==> src/rtl/lcd_spi_write.sv <==
// Serialises one 9-bit {dc, byte} LCD word onto a 4-wire SPI bus (mode 0, MSB first),
// pulses wr_done per byte and then holds off for a fixed gap before accepting the next.
module lcd_spi_write #(
   parameter int unsigned CLK_DIV    = 2,
   parameter int unsigned GAP_CYCLES = 4
) (
   input  logic       sys_clk,
   input  logic       sys_rst_n,
   input  logic [8:0] write_data,
   input  logic       en_write,
   output logic       wr_done,
   output logic       busy,
   output logic       lcd_cs_n,
   output logic       lcd_sclk,
   output logic       lcd_mosi,
   output logic       lcd_dc
);

   localparam int unsigned DIV_W = 8;
   localparam int unsigned BIT_W = 3;
   localparam int unsigned GAP_W = 4;

   localparam logic [1:0] IDLE  = 2'd0;
   localparam logic [1:0] SHIFT = 2'd1;
   localparam logic [1:0] DONE  = 2'd2;
   localparam logic [1:0] GAP   = 2'd3;

   localparam logic [DIV_W-1:0] DIV_LAST = DIV_W'(CLK_DIV - 1);
   localparam logic [GAP_W-1:0] GAP_LAST = GAP_W'(GAP_CYCLES - 1);

   logic [1:0]       state,     state_nxt;
   logic [7:0]       shift_reg, shift_nxt;
   logic [DIV_W-1:0] div_cnt,   div_nxt;
   logic [BIT_W-1:0] bit_cnt,   bit_nxt;
   logic [GAP_W-1:0] gap_cnt,   gap_nxt;
   logic             done_nxt, busy_nxt, cs_nxt, sclk_nxt, mosi_nxt, dc_nxt;

   // State and registered bus outputs
   always_ff @(posedge sys_clk or negedge sys_rst_n) begin
      if (!sys_rst_n) begin
         state     <= IDLE;
         shift_reg <= '0;
         div_cnt   <= '0;
         bit_cnt   <= '0;
         gap_cnt   <= '0;
         wr_done   <= 1'b0;
         busy      <= 1'b0;
         lcd_cs_n  <= 1'b1;
         lcd_sclk  <= 1'b0;
         lcd_mosi  <= 1'b0;
         lcd_dc    <= 1'b0;
      end else begin
         state     <= state_nxt;
         shift_reg <= shift_nxt;
         div_cnt   <= div_nxt;
         bit_cnt   <= bit_nxt;
         gap_cnt   <= gap_nxt;
         wr_done   <= done_nxt;
         busy      <= busy_nxt;
         lcd_cs_n  <= cs_nxt;
         lcd_sclk  <= sclk_nxt;
         lcd_mosi  <= mosi_nxt;
         lcd_dc    <= dc_nxt;
      end
   end

   // Next-state and next-output logic
   always_comb begin
      state_nxt = state;
      shift_nxt = shift_reg;
      div_nxt   = div_cnt;
      bit_nxt   = bit_cnt;
      gap_nxt   = gap_cnt;
      done_nxt  = 1'b0;
      cs_nxt    = lcd_cs_n;
      sclk_nxt  = lcd_sclk;
      mosi_nxt  = lcd_mosi;
      dc_nxt    = lcd_dc;

      case (state)
         IDLE: begin
            if (en_write) begin
               state_nxt = SHIFT;
               shift_nxt = write_data[7:0];
               dc_nxt    = write_data[8];
               cs_nxt    = 1'b0;
               mosi_nxt  = write_data[7];
               sclk_nxt  = 1'b0;
               bit_nxt   = BIT_W'(7);
               div_nxt   = '0;
            end
         end
         SHIFT: begin
            if (div_cnt == DIV_LAST) begin
               div_nxt = '0;
               if (!lcd_sclk) begin
                  sclk_nxt = 1'b1;
               end else if (bit_cnt == '0) begin
                  state_nxt = DONE;
                  sclk_nxt  = 1'b0;
                  cs_nxt    = 1'b1;
                  done_nxt  = 1'b1;
               end else begin
                  // falling SCLK edge: present the next lower bit
                  sclk_nxt = 1'b0;
                  bit_nxt  = bit_cnt - BIT_W'(1);
                  mosi_nxt = shift_reg[bit_cnt - BIT_W'(1)];
               end
            end else begin
               div_nxt = div_cnt + DIV_W'(1);
            end
         end
         DONE: begin
            state_nxt = GAP;
            gap_nxt   = '0;
         end
         GAP: begin
            if (gap_cnt == GAP_LAST) begin
               state_nxt = IDLE;
            end else begin
               gap_nxt = gap_cnt + GAP_W'(1);
            end
         end
         default: state_nxt = IDLE;
      endcase

      busy_nxt = (state_nxt != IDLE);
   end

endmodule

==> config.mk <==
export PLATFORM = sky130hd
export DESIGN_NAME = lcd_spi_write
export DESIGN_NICKNAME = d
export VERILOG_FILES = /design/src/rtl/lcd_spi_write.sv
export SDC_FILE = /design/constraint.sdc
export NUM_CORES = 1
export LEC_CHECK = 0
export CAP_MARGIN = 20
export CORE_MARGIN = 4
export CORE_UTILIZATION = 49
export DETAILED_ROUTE_END_ITERATION = 10
export HOLD_SLACK_MARGIN = 0.05
export PLACE_DENSITY = 0.77
export SLEW_MARGIN = 20
export SYNTH_ARGS = -nofsm -noshare
export SYNTH_HDL_FRONTEND = slang
export SYNTH_SLANG_ARGS = --single-unit
==> constraint.sdc <==
create_clock -name sys_clk -period 1.6 [get_ports sys_clk]
set_input_delay 0.16 -clock sys_clk [delete_from_list [all_inputs] [get_ports sys_clk]]
set_output_delay 0.16 -clock sys_clk [all_outputs]
set_load 0.05 [all_outputs]
==> results.md, run 1 <==
* Reg2reg start: bit_cnt[0]
* Max_slew headroom at between 70 and 80%
* Run status: completed
* Worst Path Max Fanout at 3
* Vias in the first global route at between 1,000 and 1,500
* Final Wtd Congestion at around 0.87
* Die Area at between 4000 and 5000 um^2
* Tmin final at roughly 1.6 ns
* Iteration-0 DRC count of the detailed router at 50
* Clock-pin slew on the worst setup and hold paths at 0.10 ns
* HP Class: input pin to asynchronous set/reset pin
* Syn Area/Cell at roughly 11 um^2
* CP required at around 1.8 ns
* Num rows at 20
* Compound-Gate Fraction of Synth Area at between 10 and 15%
* Clock Latency Late Sink at 0.35 ns
* Post-Syn Instances at ~140
* Nets at 200
* Storage cell area at between 700 and 800 um^2
* Hold_buf cts at 0
* Commonest non-fill, non-tap cells in the layout: 29 x dfrtp_1, 26 x buf_4, 15 x nand2_1, 15 x o21ai_0, 11 x clkdlybuf4s50_1
* Synth Area in XOR/XNOR at under 10%
* Final Skew at roughly 0.0062 ns
* Pin count of the biggest net entering global routing at 14
* Longest Clk Path Bufs at 2
* Tot Pwr at between 3 and 4 mW
* Synth Area in Adders at 4.02%
* Placement Cell Area at 1890 um^2
* Area grow syn2layout at 29.1%
* Share of cells above drive strength 1 at about a third
* # fillers at between 200 and 300
* First-pass GRT wire length at between 5000 and 6000 um
* H-tree depth at 2
* TNS Setup at 0 ns
* Final Instance Area at 2010 um^2
* Register area share after synthesis at 49.9%
* Worst r2r dst: lcd_mosi
* CP endpoint kind: register
* Max_cap viols at 0
* Die width at around 64 um
* Die span in y at roughly 64 um
* Final Slew Violations at 0
* Synth unique cells at 37
* IO Port Bufs at 17
* DRT antenna net count at 0
* CTS tree: built
* WL final at around 3200 um
* Yosys warns at 0
* Kind of critical path: register to register
* Main combinational cell family by area after synthesis: simple AND/OR/NAND/NOR gates
* Critical path origin: bit_cnt[0]
* Synthesized cell area at ~1600 um^2
* Highest clock rate at 0.630 GHz
* DR WL/cell at approximately 14 um
* RSZ-0062 raised after global routing: true
* Final Setup Violations at 0
* Final Non-Filler Cells at approximately 230
* Most common cell after layout, fill and taps aside: dfrtp_1
* Initial Utilization at about half
* Multi-input gate area at a little under 800 um^2
* HPWL Detailed at ~2400 um
* Final Hold Viols at 0
* Via count of the routed design at roughly 1,200
* Vias per cell at 5.41
* Worst-Margin Slew at slightly above 0.4 ns
* Num ports at 18
* Power density over the cells at 1760 nW/um^2
* DR pass1 iterations at 4
* Grt total ovfl at 0
* Syn Nets at 159
* Cells after DPL at approximately 220
* ANT cells at 0
* Crit path to: lcd_mosi
* Post-placement setup slack at around 0.0049 ns
* Register bit count reported by yosys at 31
* Fin Hold WS at 0.100 ns
* Drt drc at 0
* Reg2Reg Setup Slack at ~0.013 ns
* Peak supply drop at between 1000 and 1500 uV
* Area share of and/or/nand/nor cells after synthesis at between 10% and 20%
* Leakage at about 0.86 nW
* Fin crit share at between 90% and 100%
* Final WS setup at about 0.013 ns
* CP Launch Type: register
* Root buffer cell: clkbuf_4
* Worst r2r path cells at 6
* Final cell utilization of the core at 65.8%
* CTS Buf Count at 5
* Core area at about 3100 um^2
* Initial antenna violation count at 0
* Post-synthesis mux area share at between 10% and 20%
* Total GRT Usage at 17.2%
* Crit path DAT at 1.82 ns
* Clk sinks at 31
==> how the worst min path moves through the flow <==
| stage | slack, ns | cells past startpoint | from | to |
|---|---|---|---|---|
| after floorplan | -0.14 | 0 | sys_rst_n | bit_cnt[0] |
| after global placement | 0.47 | 1 | sys_rst_n | gap_cnt[3] |
| after detailed placement | 0.49 | 1 | sys_rst_n | gap_cnt[2] |
| after CTS | 0.10 | 1 | sys_rst_n | gap_cnt[0] |
| after global routing | 0.11 | 1 | sys_rst_n | gap_cnt[0] |
| final | 0.10 | 1 | sys_rst_n | gap_cnt[0] |
==> routing by layer <==
layer  track usage [%]  up-vias  routed length, um  part of all wire, %
li1                  -      593                  -                    -
met1              19.4      604               1270                   40
met2              29.4       29               1660                   52
met3              6.68        8                157                  5.0
met4              6.33        0                 77                  2.4
met5                 0        -                  0                    0
==> final cells by class <==
cell class	count	area share, %
clock buffer	5	1.87
clock inverter	3	0.996
inverter	7	1.31
multi-input combinational	101	39.2
sequential	31	38.7
tap	44	2.74
timing repair buffer	37	15.2
==> cell usage after synthesis <==
library cell / n / share of area [%]
buf_2: 2 / 0.64
a211oi_1: 3 / 1.4
o21bai_1: 1 / 0.48
and3_2: 1 / 0.48
mux2i_1: 4 / 2.6
o22a_1: 1 / 0.56
nand2b_1: 2 / 0.80
a21oi_1: 7 / 2.3
nand4_1: 1 / 0.40
o31ai_1: 2 / 0.96
mux4_2: 2 / 2.9
nand3b_1: 1 / 0.48
o22ai_1: 1 / 0.40
nand2_1: 15 / 3.6
ha_1: 5 / 4.0
xnor2_1: 1 / 0.56
o21ai_2: 1 / 0.56
nor4_4: 1 / 1.4
and2_1: 1 / 0.40
and2b_1: 1 / 0.48
nor3b_1: 1 / 0.48
nand3_1: 6 / 1.9
o21ai_0: 15 / 4.8
nor3b_2: 1 / 0.80
dfrtp_1: 30 / 48
nor3_1: 2 / 0.64
dfstp_2: 1 / 1.7
o21ai_1: 1 / 0.32
clkbuf_1: 1 / 0.24
xor2_1: 2 / 1.1
nand3_4: 1 / 1.1
mux2_2: 11 / 8.0
nor2_1: 4 / 0.96
o21a_1: 2 / 0.96
inv_1: 7 / 1.7
a31oi_1: 2 / 0.80
and3_1: 2 / 0.80
==> logic make-up after synthesis <==
family	after synthesis
and+or+nand+nor	40
AOI/OAI and AO/OA	36
DFF	31
muxes	17
buffers and inverters	10
adders and majority gates	5
xor gates and xnor gates	3
==> report_power, final <==
part | leakage (nW) | internal, mW | switching (mW)
logic | 0.457 | 0.869 | 0.922
clock network | 0.0272 | 0.167 | 0.298
registers | 0.377 | 1.06 | 0.216
==> worst max-delay path, stage by stage (launching register included) <==
cell and delay, ns:
dfrtp_1 0.38, inv_2 0.06, ha_4 0.28, mux4_2 0.28
mux2i_1 0.15, a21oi_1 0.08, mux2_4 0.25
==> what timing repair did <==
item / 4_1_cts / 5_1_grt
setup endpoints to repair: 3 / 21
cloned: 0 / 0
resized for setup: 1 / 8
pin swaps: 0 / 3
setup buffers: 2 / 2
No activity file was read; power rests on OpenSTA's default activity.
==> run 2, diff against run 1 <==
SLEW_MARGIN = 10   (was 20)
==> results of run 2 <==
Final layout, timing and power as in run 1 (identical DEF).
==> run 3, diff against run 2 <==
PLACE_DENSITY = 0.86   (was 0.77)
==> run 3 against run 2 <==
  * The flow now finishes with violations (setup timing)
  * Die area unchanged
  * Design area increased by 2.3%
  * Combinational power up 6%
  * Clock skew increased by 0.0081 ns
  * Critical path depth fell by 2
  * Global-route usage is 1.3 points higher
  * Clock power up 15%
  * Critical endpoint unchanged
  * Largest power group unchanged
  * Highest routed layer unchanged
==> results.md, run 3 (synthesis results as in run 1) <==
* Final WS setup at -0.0133 ns
* CP required at approximately 1.8 ns
* Initial antenna violation count at 0
* Crit-path cells: nor4_4, nand3_4, o21ai_4, mux2_4
* Post-placement setup slack at -0.0832 ns
* Cell Int Power at ~2.2 mW
* ANT cells at 0
* Peak supply drop at 1150 uV
* Leakage at 0.882 nW
* Num rows at 20
* Tot Pwr at approximately 3.7 mW
* Hold_buf cts at 0
* Final Skew at 0.0144 ns
* Crit path DAT at roughly 1.8 ns
* Global Route met3 Usage at 6.85%
* CP max-delay cell: dfrtp_2
* Die Area at a little over 4000 um^2
* Final Instance Area at roughly 2000 um^2
* Area grow syn2layout at 32.1%
* Die width at 64.4 um
* Final Hold Viols at 0
* Core area at 3050 um^2
* Run status: finished, violations left
* Reg power frac at roughly a third
* TNS Setup at -0.0267 ns
* H-tree depth at 2
* Final cell utilization of the core at between 60% and 70%
* DRT antenna net count at 0
* Nets at 200
* CP endpoint kind: register
* Most common cell after layout, fill and taps aside: dfrtp_1
* HPWL Detailed at 2510 um
* Pin count of the biggest net entering global routing at 32
* Vias in the first global route at around 1,300
* DR WL/cell at 14.9 um
* Combinational fraction of design power at around half
* Via count of the routed design at about 1,300
* CP max stage delay at roughly 0.45 ns
* Highest clock rate at slightly above 0.6 GHz
* Top Usage Layer GRT: met2
* Clk sinks at 31
* CTS tree: built
* Clock-pin slew on the worst setup and hold paths at about 0.11 ns
* HP Class: input pin to asynchronous set/reset pin
* Placement Cell Area at around 1900 um^2
* Switching Fraction at between 30% and 40%
* Fin crit share at 101%
* Final Slew Violations at 0
* IO Port Bufs at 17
* First-pass GRT wire length at approximately 5800 um
* Tmin final at around 1.6 ns
* Clock power share at ~14%
* P_sw at between 1 and 1.5 mW
* Share of cells above drive strength 1 at 34.2%
* Commonest non-fill, non-tap cells in the layout: 28 x dfrtp_1, 24 x buf_4, 15 x o21ai_0
* Met2 Use GR at a little under a third
* Met1 Resource Use GR at 20.5%
* Num ports at 18
* Final Wtd Congestion at ~0.76
* Max_slew headroom at 70.6%
* Longest Clk Path Bufs at 2
* WL final at 3400 um
* Power density over the cells at 1800 nW/um^2
* Grt total ovfl at 0
* Die span in y at about 64 um
* Worst r2r path cells at 4
* Worst-Margin Slew at between 0.4 and 0.5 ns
* Iteration-0 DRC count of the detailed router at about 90
* Max_cap viols at 0
* Clock Latency Late Sink at ~0.35 ns
* Total GRT Usage at between 10% and 20%
* Drt drc at 0
* Worst Path Max Fanout at 4
* Vias per cell at about 5.5
* CTS Buf Count at 5
* RSZ-0062 raised after global routing: true
* DR pass1 iterations at 4
* Root buffer cell: clkbuf_4
* CP Launch Type: register
* Violated checks: setup timing
* Initial Utilization at 51.0%
* Kind of critical path: register to register
* Final Setup Violations at 3
run 3: cell count changes in the layout (fill, tap and decap cells not counted), moves of 2 or more:
cell	before	now
a21oi_2	3	1
buf_4	26	24
buf_6	0	2
clkbuf_8	0	2
clkinvlp_4	2	0
nor2_2	2	0
o21ai_2	2	0
run 3: critical path: cells and delay by family, from the launching register on:
family	cells	cell delay, ns
flops	1	0.45
compound gates	1	0.19
mux	1	0.31
simple gates	2	0.54
run 3: through the flow:
step	hold WS, ns	std cells
2_1_floorplan	-0.136	142
3_3_place_gp	0.480	217
3_5_place_dp	0.495	217
4_1_cts	0.206	226
5_1_grt	0.227	228
6_report	0.200	228
run 3: power groups by stage:
stage               clock network (mW)  registers, mW  logic [mW]
floorplan                            0           1.41       0.986
global placement                     0           1.26        1.62
detailed placement                   0           1.29        1.70
CTS                              0.541           1.28        1.75
global route                     0.578           1.32        2.07
finish                           0.534           1.28        1.89
run 3: layer usage:
metal	share of wire (%)	vias up	wire [um]
met5	0	-	0
met4	3.3	0	113
met3	4.8	15	162
met2	51	40	1720
met1	41	613	1410
li1	-	595	-
run 3: final timing paths:
check | slack [ns] | startpoint | to
worst min-delay path | 0.20 | sys_rst_n | busy
min in group sys_clk | 0.43 | write_data[2] | shift_reg[2]
worst max-delay path | -0.01 | div_cnt[5] | lcd_mosi
worst min register to register | 0.51 | shift_reg[2] | shift_reg[2]
max in group asynchronous | 1.07 | sys_rst_n | lcd_cs_n
worst max register to register | -0.01 | div_cnt[5] | lcd_mosi
run 3: final cells by class:
cell class                      count  area [um^2]
Clock buffer                        8         68.8
Fill cell                         237          997
Inverter                            7         26.3
Multi-Input combinational cell    101          813
Sequential cell                    31          779
Tap cell                           44         55.1
Timing Repair Buffer               37          313
run 3: repair_timing:
item,4_1_cts,5_1_grt
buffers inserted,1,2
pin swaps,2,4
endpoints found under the setup margin,8,13
gates resized for setup,5,11
